## src/rtl/condicionador_pkg.sv

```systemverilog
// condicionador_pkg
// Shared types and defaults for the push-button conditioning stage.
//   estado_t                - FSM state codes, also shown on the hexa7seg display
//   DEBOUNCE_CICLOS_PADRAO  - default debounce window (1 ms at 50 MHz)
package condicionador_pkg;

    typedef enum logic [3:0] {
        ESPERA = 4'd0,  // idle, waiting for any button
        FILTRA = 4'd1,  // candidate sample must stay stable for the whole window
        PULSO  = 4'd2,  // one-cycle tem_jogada
        SOLTA  = 4'd3   // waiting for a debounced full release
    } estado_t;

    localparam int DEBOUNCE_CICLOS_PADRAO = 50000;

endpackage

```

## src/rtl/sincronizador_2ff.sv

```systemverilog
// sincronizador_2ff
// Two-flop synchronizer for a bus of independent asynchronous levels.
// Each bit is synchronized on its own; the bus as a whole is not coherent.
// Ports:
//   clock  - destination clock
//   reset  - asynchronous, active-low; clears both stages
//   d      - asynchronous input levels
//   q      - synchronized levels, two clock edges after d
module sincronizador_2ff #(
    parameter int LARGURA = 4
) (
    input  logic               clock,
    input  logic               reset,
    input  logic [LARGURA-1:0] d,
    output logic [LARGURA-1:0] q
);

    logic [LARGURA-1:0] meta;

    // NOTE: clocked state always uses non-blocking assignments so that q
    // samples the old value of meta; blocking here would collapse the two
    // stages into one.
    always_ff @(posedge clock or negedge reset) begin
        if (!reset) begin
            meta <= '0;
            q    <= '0;
        end else begin
            meta <= d;
            q    <= meta;
        end
    end

endmodule

```

## src/rtl/condicionador_botoes.sv

```systemverilog
// condicionador_botoes
// Synchronizes, debounces and validates the raw game buttons. Each physical
// press yields exactly one single-cycle tem_jogada pulse with a registered
// one-hot jogada code; a debounced full release is required before the next
// press is accepted.
//
// Optional feature (macro BOTOES_REJEITA_MULTIPLO_EN):
//   defined   - a debounced sample with more than one button is rejected:
//               no pulse, jogada unchanged, db_invalido pulses one cycle.
//   undefined - the lowest-index pressed button wins; db_invalido is 0.
//
// Ports:
//   clock       - system clock, rising edge
//   reset       - asynchronous, active-low
//   botoes      - raw asynchronous active-high buttons
//   jogada      - one-hot code of the last accepted press (held)
//   tem_jogada  - one-cycle pulse while in PULSO
//   db_ocupado  - high in every state except ESPERA
//   db_invalido - one-cycle pulse on a rejected multi-button press
//   db_estado   - current state code
module condicionador_botoes
    import condicionador_pkg::*;
#(
    parameter int N_BOTOES        = 4,
    parameter int DEBOUNCE_CICLOS = DEBOUNCE_CICLOS_PADRAO
) (
    input  logic                clock,
    input  logic                reset,
    input  logic [N_BOTOES-1:0] botoes,
    output logic [N_BOTOES-1:0] jogada,
    output logic                tem_jogada,
    output logic                db_ocupado,
    output logic                db_invalido,
    output logic [3:0]          db_estado
);

    localparam int CW = (DEBOUNCE_CICLOS > 1) ? $clog2(DEBOUNCE_CICLOS) : 1;
    localparam logic [CW-1:0] CNT_FIM = CW'(DEBOUNCE_CICLOS - 1);

    logic [N_BOTOES-1:0] s;
    logic [N_BOTOES-1:0] cand;
    logic [CW-1:0]       cnt;
    estado_t             estado;

    sincronizador_2ff #(
        .LARGURA (N_BOTOES)
    ) u_sinc (
        .clock (clock),
        .reset (reset),
        .d     (botoes),
        .q     (s)
    );

`ifdef BOTOES_REJEITA_MULTIPLO_EN
    logic invalido;

    // Clearing the lowest set bit leaves something only if two or more were set.
    function automatic logic mais_de_um(input logic [N_BOTOES-1:0] v);
        return (v & (v - N_BOTOES'(1))) != '0;
    endfunction
`else
    // Two's-complement trick: v & -v isolates the lowest set bit.
    function automatic logic [N_BOTOES-1:0] decodifica(input logic [N_BOTOES-1:0] v);
        return v & (~v + N_BOTOES'(1));
    endfunction
`endif

    always_ff @(posedge clock or negedge reset) begin
        if (!reset) begin
            estado     <= ESPERA;
            cand       <= '0;
            cnt        <= '0;
            jogada     <= '0;
            tem_jogada <= 1'b0;
`ifdef BOTOES_REJEITA_MULTIPLO_EN
            invalido   <= 1'b0;
`endif
        end else begin
            // Both pulses are single-cycle; only the accepting branch raises them.
            tem_jogada <= 1'b0;
`ifdef BOTOES_REJEITA_MULTIPLO_EN
            invalido   <= 1'b0;
`endif
            case (estado)
                ESPERA: begin
                    if (s != '0) begin
                        cand   <= s;
                        cnt    <= '0;
                        estado <= FILTRA;
                    end
                end

                FILTRA: begin
                    if (s == '0) begin
                        cnt    <= '0;
                        estado <= ESPERA;
                    end else if (s != cand) begin
                        // A change on the terminal cycle also lands here, so
                        // filtering restarts and no pulse is produced.
                        cand <= s;
                        cnt  <= '0;
                    end else if (cnt == CNT_FIM) begin
`ifdef BOTOES_REJEITA_MULTIPLO_EN
                        if (mais_de_um(cand)) begin
                            invalido <= 1'b1;
                            cnt      <= '0;
                            estado   <= SOLTA;
                        end else begin
                            jogada     <= cand;
                            tem_jogada <= 1'b1;
                            estado     <= PULSO;
                        end
`else
                        jogada     <= decodifica(cand);
                        tem_jogada <= 1'b1;
                        estado     <= PULSO;
`endif
                    end else begin
                        cnt <= cnt + CW'(1);
                    end
                end

                PULSO: begin
                    // The pulse completes even if the button was already released.
                    cnt    <= '0;
                    estado <= SOLTA;
                end

                SOLTA: begin
                    if (s != '0) begin
                        cnt <= '0;
                    end else if (cnt == CNT_FIM) begin
                        cnt    <= '0;
                        estado <= ESPERA;
                    end else begin
                        cnt <= cnt + CW'(1);
                    end
                end

                default: begin
                    cnt    <= '0;
                    estado <= ESPERA;
                end
            endcase
        end
    end

`ifdef BOTOES_REJEITA_MULTIPLO_EN
    assign db_invalido = invalido;
`else
    assign db_invalido = 1'b0;
`endif

    // Decoded straight from the state register, so both are glitch-free
    // and zero in reset.
    assign db_ocupado = (estado != ESPERA);
    assign db_estado  = estado;

endmodule

```

## config.mk

```make
export PLATFORM = sky130hd
export DESIGN_NAME = condicionador_botoes
export DESIGN_NICKNAME = d
export VERILOG_FILES = /design/src/rtl/condicionador_pkg.sv /design/src/rtl/sincronizador_2ff.sv /design/src/rtl/condicionador_botoes.sv
export SDC_FILE = /design/constraint.sdc
export NUM_CORES = 1
export LEC_CHECK = 0
export ABC_AREA = 1
export CAP_MARGIN = 20
export CORE_ASPECT_RATIO = 2
export CORE_UTILIZATION = 57
export DETAILED_ROUTE_END_ITERATION = 8
export DONT_BUFFER_PORTS = 1
export MAX_ROUTING_LAYER = met4
export PLACE_DENSITY_LB_ADDON = 0.25
export SLEW_MARGIN = 20
export SYNTH_ARGS = -nofsm -noshare
export SYNTH_HDL_FRONTEND = slang
export SYNTH_SLANG_ARGS = --single-unit
```

## constraint.sdc

```tcl
create_clock -name clock -period 1.9 [get_ports clock]
set_clock_uncertainty 0.2 [all_clocks]
set_input_delay 0.19 -clock clock [delete_from_list [all_inputs] [get_ports clock]]
set_output_delay 0.19 -clock clock [all_outputs]
set_load 0.02 [all_outputs]
```

Yosys cells after proc, flatten, opt, wreduce, memory -nomap -nowiden
Index checks and enable logic that the tools add are counted.
{ "op_classes": {"n_mux": 22, "n_addsub": 2, "order_cmp": 0, "bitwise": 4, "mul": 0, "reduce_logical": 9, "div": 0, "shifts": 0, "eq_ne": 13} }
{ "op_table": {"columns": ["cell", "count"], "rows": [
  ["16-bit 2-to-1 mux", 6],
  ["16-bit case mux with 3 select lines", 1],
  ["4-bit 2-to-1 mux", 9],
  ["16-bit by 1-bit adder with 16-bit output (second input constant)", 1],
  ["16-bit == test (second input constant)", 1],
  ["4-bit case mux with 4 select lines", 1],
  ["2-bit inequality test (second input constant)", 5],
  ["4-bit by 2-bit == test with 1-bit output (second input constant)", 2],
  ["4-bit zero test", 2],
  ["4-bit case mux with 2 select lines", 1],
  ["4-bit AND reduction", 2],
  ["4-bit nonzero test", 2],
  ["3-bit inequality test (second input constant)", 2],
  ["5-bit AND reduction", 1],
  ["4-bit by 1-bit adder with 4-bit output (second input constant)", 1],
  ["4-bit bitwise AND", 1],
  ["4-bit by 1-bit == test with 1-bit output (second input constant)", 1],
  ["1-bit 2-to-1 mux", 4],
  ["4-bit inequality test", 1],
  ["4-bit inequality test (second input constant)", 1],
  ["4-bit inverter", 1],
  ["1-bit inverter", 2],
  ["2-bit AND reduction", 1],
  ["2-bit nonzero test", 1]
]} }
{ "totals": {"register_bits": 37, "mem_bits_rw": 0, "inputBits": 6, "latch_bits": 0, "rom_bits": 0, "output_inout_bits": 11, "mem_count": 0} }

Depth between registers and ports, before layout
{ "depth": {"depth_word": 5, "depth_mapped": 11, "ltp_nobuf": 11} }

Modules after synthesis
Synthesis repeated with hierarchy kept, for this count alone.
{ "hier_totals": {"cells_unflattened": 303, "area_unflattened_um2": 2113.3} }
{ "modules_own_cells": {"columns": ["mod", "cells_each", "area_per_inst_um2", "seq_area_each_um2", "n_inst"], "rows": [
  ["condicionador_botoes", 295, 1913.1, 675.6, 1],
  ["sincronizador_2ff", 8, 200.2, 200.2, 1]
]} }

Worst setup path before layout
Ideal clock, no wire load.
{ "synth_path": {"kind": "register to register", "startpoint": "reg cnt[0]", "endpoint": "reg cnt[9]", "path_buffers": 1, "period_less_slack_ns": 1.851, "setup_slack_ns": 0.049, "t_arrival_ns": 1.584, "t_required_ns": 1.634, "path_stages_with_launch": 11, "path_cell_list": "dfrtp_1 -> ha_1 -> nand3_1 -> nor2_2 -> nand2_2 -> nor2_4 -> nand2_4 -> nand2_8 -> buf_12 -> nand2_1 -> nand2_1"} }
{ "synth_between": {"elab_chain_len": 5, "elab_cells_between_ends": 10} }
{ "synth_lines": {"columns": ["item", "line", "source"], "rows": [
  ["from (decl)", "condicionador_botoes.sv:42", "logic [CW-1:0] cnt;"],
  ["from (signal assigned)", "condicionador_botoes.sv:119", "cnt <= cnt + CW'(1);"],
  ["from (signal assigned)", "condicionador_botoes.sv:136", "cnt <= cnt + CW'(1);"],
  ["16-bit by 1-bit adder with 16-bit output", "condicionador_botoes.sv:119, condicionador_botoes.sv:136", null],
  ["16-bit 2-to-1 mux", "condicionador_botoes.sv:102", "end else if (cnt == CNT_FIM) begin"],
  ["16-bit 2-to-1 mux", "condicionador_botoes.sv:97", "end else if (s != cand) begin"],
  ["16-bit 2-to-1 mux", "condicionador_botoes.sv:94", "if (s == '0) begin"],
  ["16-bit case mux with 3 select lines", "condicionador_botoes.sv:84", "case (estado)"]
]} }
Parallel ways exist; a longest one is shown, timed or not. The select of a mux whose other input is x is not followed.
A chain may end at the register's enable or synchronous reset.

Final worst setup path
{ "layout_path": {"startpoint": "reg u_sinc.q[1]", "endpoint": "reg cnt[12]"} }
{ "layout_between": {"elab_chain_len": 4, "elab_cells_between_ends": 10} }
{ "layout_lines": {"columns": ["item", "line", "source"], "rows": [
  ["from (decl)", "sincronizador_2ff.sv:15", "output logic [LARGURA-1:0] q"],
  ["from (signal assigned)", "sincronizador_2ff.sv:29", "q <= meta;"],
  ["4-bit inequality test", "condicionador_botoes.sv:97", null],
  ["16-bit 2-to-1 mux", "condicionador_botoes.sv:97", null],
  ["16-bit 2-to-1 mux", "condicionador_botoes.sv:94", null],
  ["16-bit case mux with 3 select lines", "condicionador_botoes.sv:84", null]
]} }
Parallel ways exist; a longest one is shown, timed or not.

==> results.txt <==
The count of unique library cells instantiated by Yosys is 30. The tree is rooted in a clkbuf_8. In this run the critical register-to-register path is launched from u_sinc.q[1]. The cell area after technology mapping is 2153 um2. After synthesis, the largest area contributor takes up 40.67% of total cell area. The routed via count divided by cell count is 5.306. The cell family contributing the most delay on the critical path is simple AND/OR/NAND/NOR gates. The worst setup path is launched from a flip-flop. The power per cell area came out at 726.2 nW/um2.

The worst register-to-register path ends at cnt[12]. The clock latency of the later-clocked register in the worst-skew pair came out at 290 ps. The upper clock frequency limit is 557.5 MHz. The number of iterations in the first detailed-routing pass is 4. The number of clock buffers inserted by TritonCTS came out at 5. Leaving out fill and tap cells, the most frequent cell in the layout is nand2_1.

Among all stages on the critical path, the largest delay is contributed by dfrtp_1. The repair_antennas step left the layout with diodes totalling 0. The wire length of the first global-routing pass is 8790 um. The instance count of the mapped netlist is 313. The commonest register cell after synthesis is dfrtp_1.

The routed design could run at a clock period as short as 1794 ps. The max capacitance violation total came out at 0. Data arrives at the worst endpoint at 1760 ps. The total routing resource utilization after global routing is 31.90%.

The count of nets left with antenna violations once routing finished came out at 0. The share of the clock period used by the worst path is 94.40%. The type of element capturing the critical path is a flip-flop. The overall die area is 4042 um2. After detailed routing, the total wire length is 5624 um.

Counting the fill cells in the layout gives 290. The flip-flop and latch count after synthesis is 35. In this run the core area contains 31 standard-cell rows.

The chip width came out at 45.46 um. The flow ran to the end, and the final reports show no timing, DRC or antenna violations. By area the synthesized netlist is led by dfrtp_1 (41%), nand2_1 (19%), nand3_1 (7.2%). Counting instances, the worst hold path has a depth of 0. After the first detailed-routing iteration, the DRC count stood at 76. Yosys printed 0 warnings.

The number of nets in the finished design is 353. Across the VDD grid, the largest voltage drop is 0.8035 mV. The total buffers and inverters traversed by the critical path is 2. The CTS tree is done. The count of final setup violators came out at 0.

The y dimension of the die came out at 88.92 um. The cell area after layout is 2599 um2. The class of the most critical setup path is flip-flop to flip-flop. The remaining global-route overflow came out at 0. The worst hold path belongs to the class flip-flop to flip-flop.

The depth of the most critical reg-to-reg path came out at 8. The count of boundary I/O pins is 17. The maximum level of the CTS H-tree is 2. The top cell types in the final layout, fill and taps aside, are nand2_1 (109), inv_1 (35), dfrtp_1 (33). The clock edge transition at the registers on the reported setup and hold paths is 70 ps. The final core utilization came out at 72.04%.

The required time at the worst-slack endpoint came out at 1870 ps. The maximum clock insertion buffer count is 2. The largest net degree at the start of global routing came out at 36. On the worst path, the slowest cell contributes a delay of 390 ps. The top cell type by total area after synthesis is dfrtp_1. The worst-case hold path end point is u_sinc.q[2]. The post-synthesis area per instance came out at 6.880 um2. The final hold violation count is 0. The number of enable-type register cells in the synthesized netlist came out at 0. The tree built by TritonCTS fans out to 35 sinks. The number of global-route vias before repair came to 2008. The post-synthesis to final-layout area growth is 20.69%. In this run the worst path has a maximum fanout of 16.

The static leakage is 1.348 nW. The number of antenna violations at the first check in global routing is 0. The number of I/O port buffers is 0. Across all register-to-register paths, the minimum setup slack is 110 ps. In the final layout, flip-flops and latches occupy 878.3 um2. The initial core utilization came out at 59.69%.

For this run, design rule violations remaining after detail routing come to 0. The count of vias placed by the detailed router came out at 2101. The share of flip-flops with an asynchronous set or reset after synthesis is 100.0%. Setup repair after global routing could not meet its margin everywhere. The start point of the worst hold path is u_sinc.meta[2]. Sequential elements use 40.67% of the synthesized area. Walking the worst path, the cells encountered are inv_1, nand4_1, inv_1, nor2_4, nand2_4, nand2_8, nand2_1, nand3_1.

The final-report max-slew violation count came out at 0. By instance count, the cell type seen most on the critical path is inv_1. Dividing the detail-routed wire length by the instance count gives 14.20 um. The weighted congestion reported at the end of routability-driven placement is 0.9864. The multi-input gate area in the final layout is 1115 um2. The floorplan step defined a core boundary enclosing 3607 um2. The HPWL after detailed placement came out at 4249 um. The share of final-layout standard cells stronger than drive strength 1 is 17.87%.

The post-detailed-placement cell area is 2357 um2.
[where the power goes]
| group | switching, mW | internal, mW | leakage, nW |
|---|---|---|---|
| combinational | 0.257 | 0.130 | 0.833 |
| clock | 0.267 | 0.424 | 0.0612 |
| sequential | 0.0305 | 0.780 | 0.454 |
| total | 0.554 | 1.33 | 1.35 |
[cell families (layout without fill, tap and decap cells)]
family	count (synthesis)	in the layout	share of synthesized area [%]
fa+ha+maj	1	1	0.5810
simple gates	208	208	42.94
buf+inv	48	80	9.762
compound gates	17	17	4.649
flops	35	35	40.67
xor+xnor	3	3	1.220
other cells	1	3	0.1742
[cells in the mapped netlist (2+ instances only)]
library cell  number
a21oi_1            2
buf_2              2
buf_4              3
clkbuf_1           3
dfrtp_1           35
inv_1             35
inv_2              3
nand2_1          111
nand2_2            3
nand3_1           31
nand4_1           17
nor2_1            34
nor2_2             2
nor2_4             2
nor3_1             4
o21ai_0           10
o21ai_2            2
xor2_1             2
[sequential cells by signal, summed over array words and instances, names as in the netlist]
signal and flops:
cnt 16, u_sinc.meta 4, db_estado 2, tem_jogada 1
cand 4, u_sinc.q 4, jogada 4
[routing by layer]
metal,global-route usage (%),share of wire [%]
met1,29.62,35
met2,55.71,56
met3,4.646,3.3
met4,23.42,5.4
met5,-,0
[per-stage QoR]
stage                     hold slack, ps  setup WS [ps]  std cells  setup TNS [ps]  power (mW)
final                              149.5          106.4        396               0       1.887
after detailed placement          -305.0         -114.4        381          -918.8       1.164
after global placement            -305.0         -8.669        381          -8.978       1.158
after floorplan                   -305.6          49.20        315               0       1.025
after global routing               157.7         -14.24        396          -16.13       1.982
after CTS                          150.9          6.580        395               0       1.894
[worst max-delay path by stage]
stage | start | end | slack, ps | cells after the start
floorplan | cnt[0] | cnt[9] | 50 | 10
global placement | cnt[0] | cnt[14] | -9 | 8
detailed placement | cnt[0] | cnt[15] | -110 | 8
CTS | cand[3] | cnt[11] | 7 | 9
global route | u_sinc.q[3] | cnt[12] | -10 | 8
finish | u_sinc.q[1] | cnt[12] | 110 | 8
[layout make-up]
class | count | area share (%)
tap | 49 | 2.359
multi-input combinational | 232 | 42.90
timing repair buffer | 34 | 10.93
sequential | 35 | 33.80
clock buffer | 6 | 3.178
clock inverter | 2 | 1.348
inverter | 38 | 5.489
[repair_timing]
item / CTS / global route
hold endpoints to repair: 39 / 0
pin swaps: 0 / 6
endpoints found under the setup margin: 10 / 24
setup buffers: 0 / 1
gates resized for setup: 1 / 14
hold buffers: 6 / 0
Note: power is estimated with default switching activity, not from simulation.
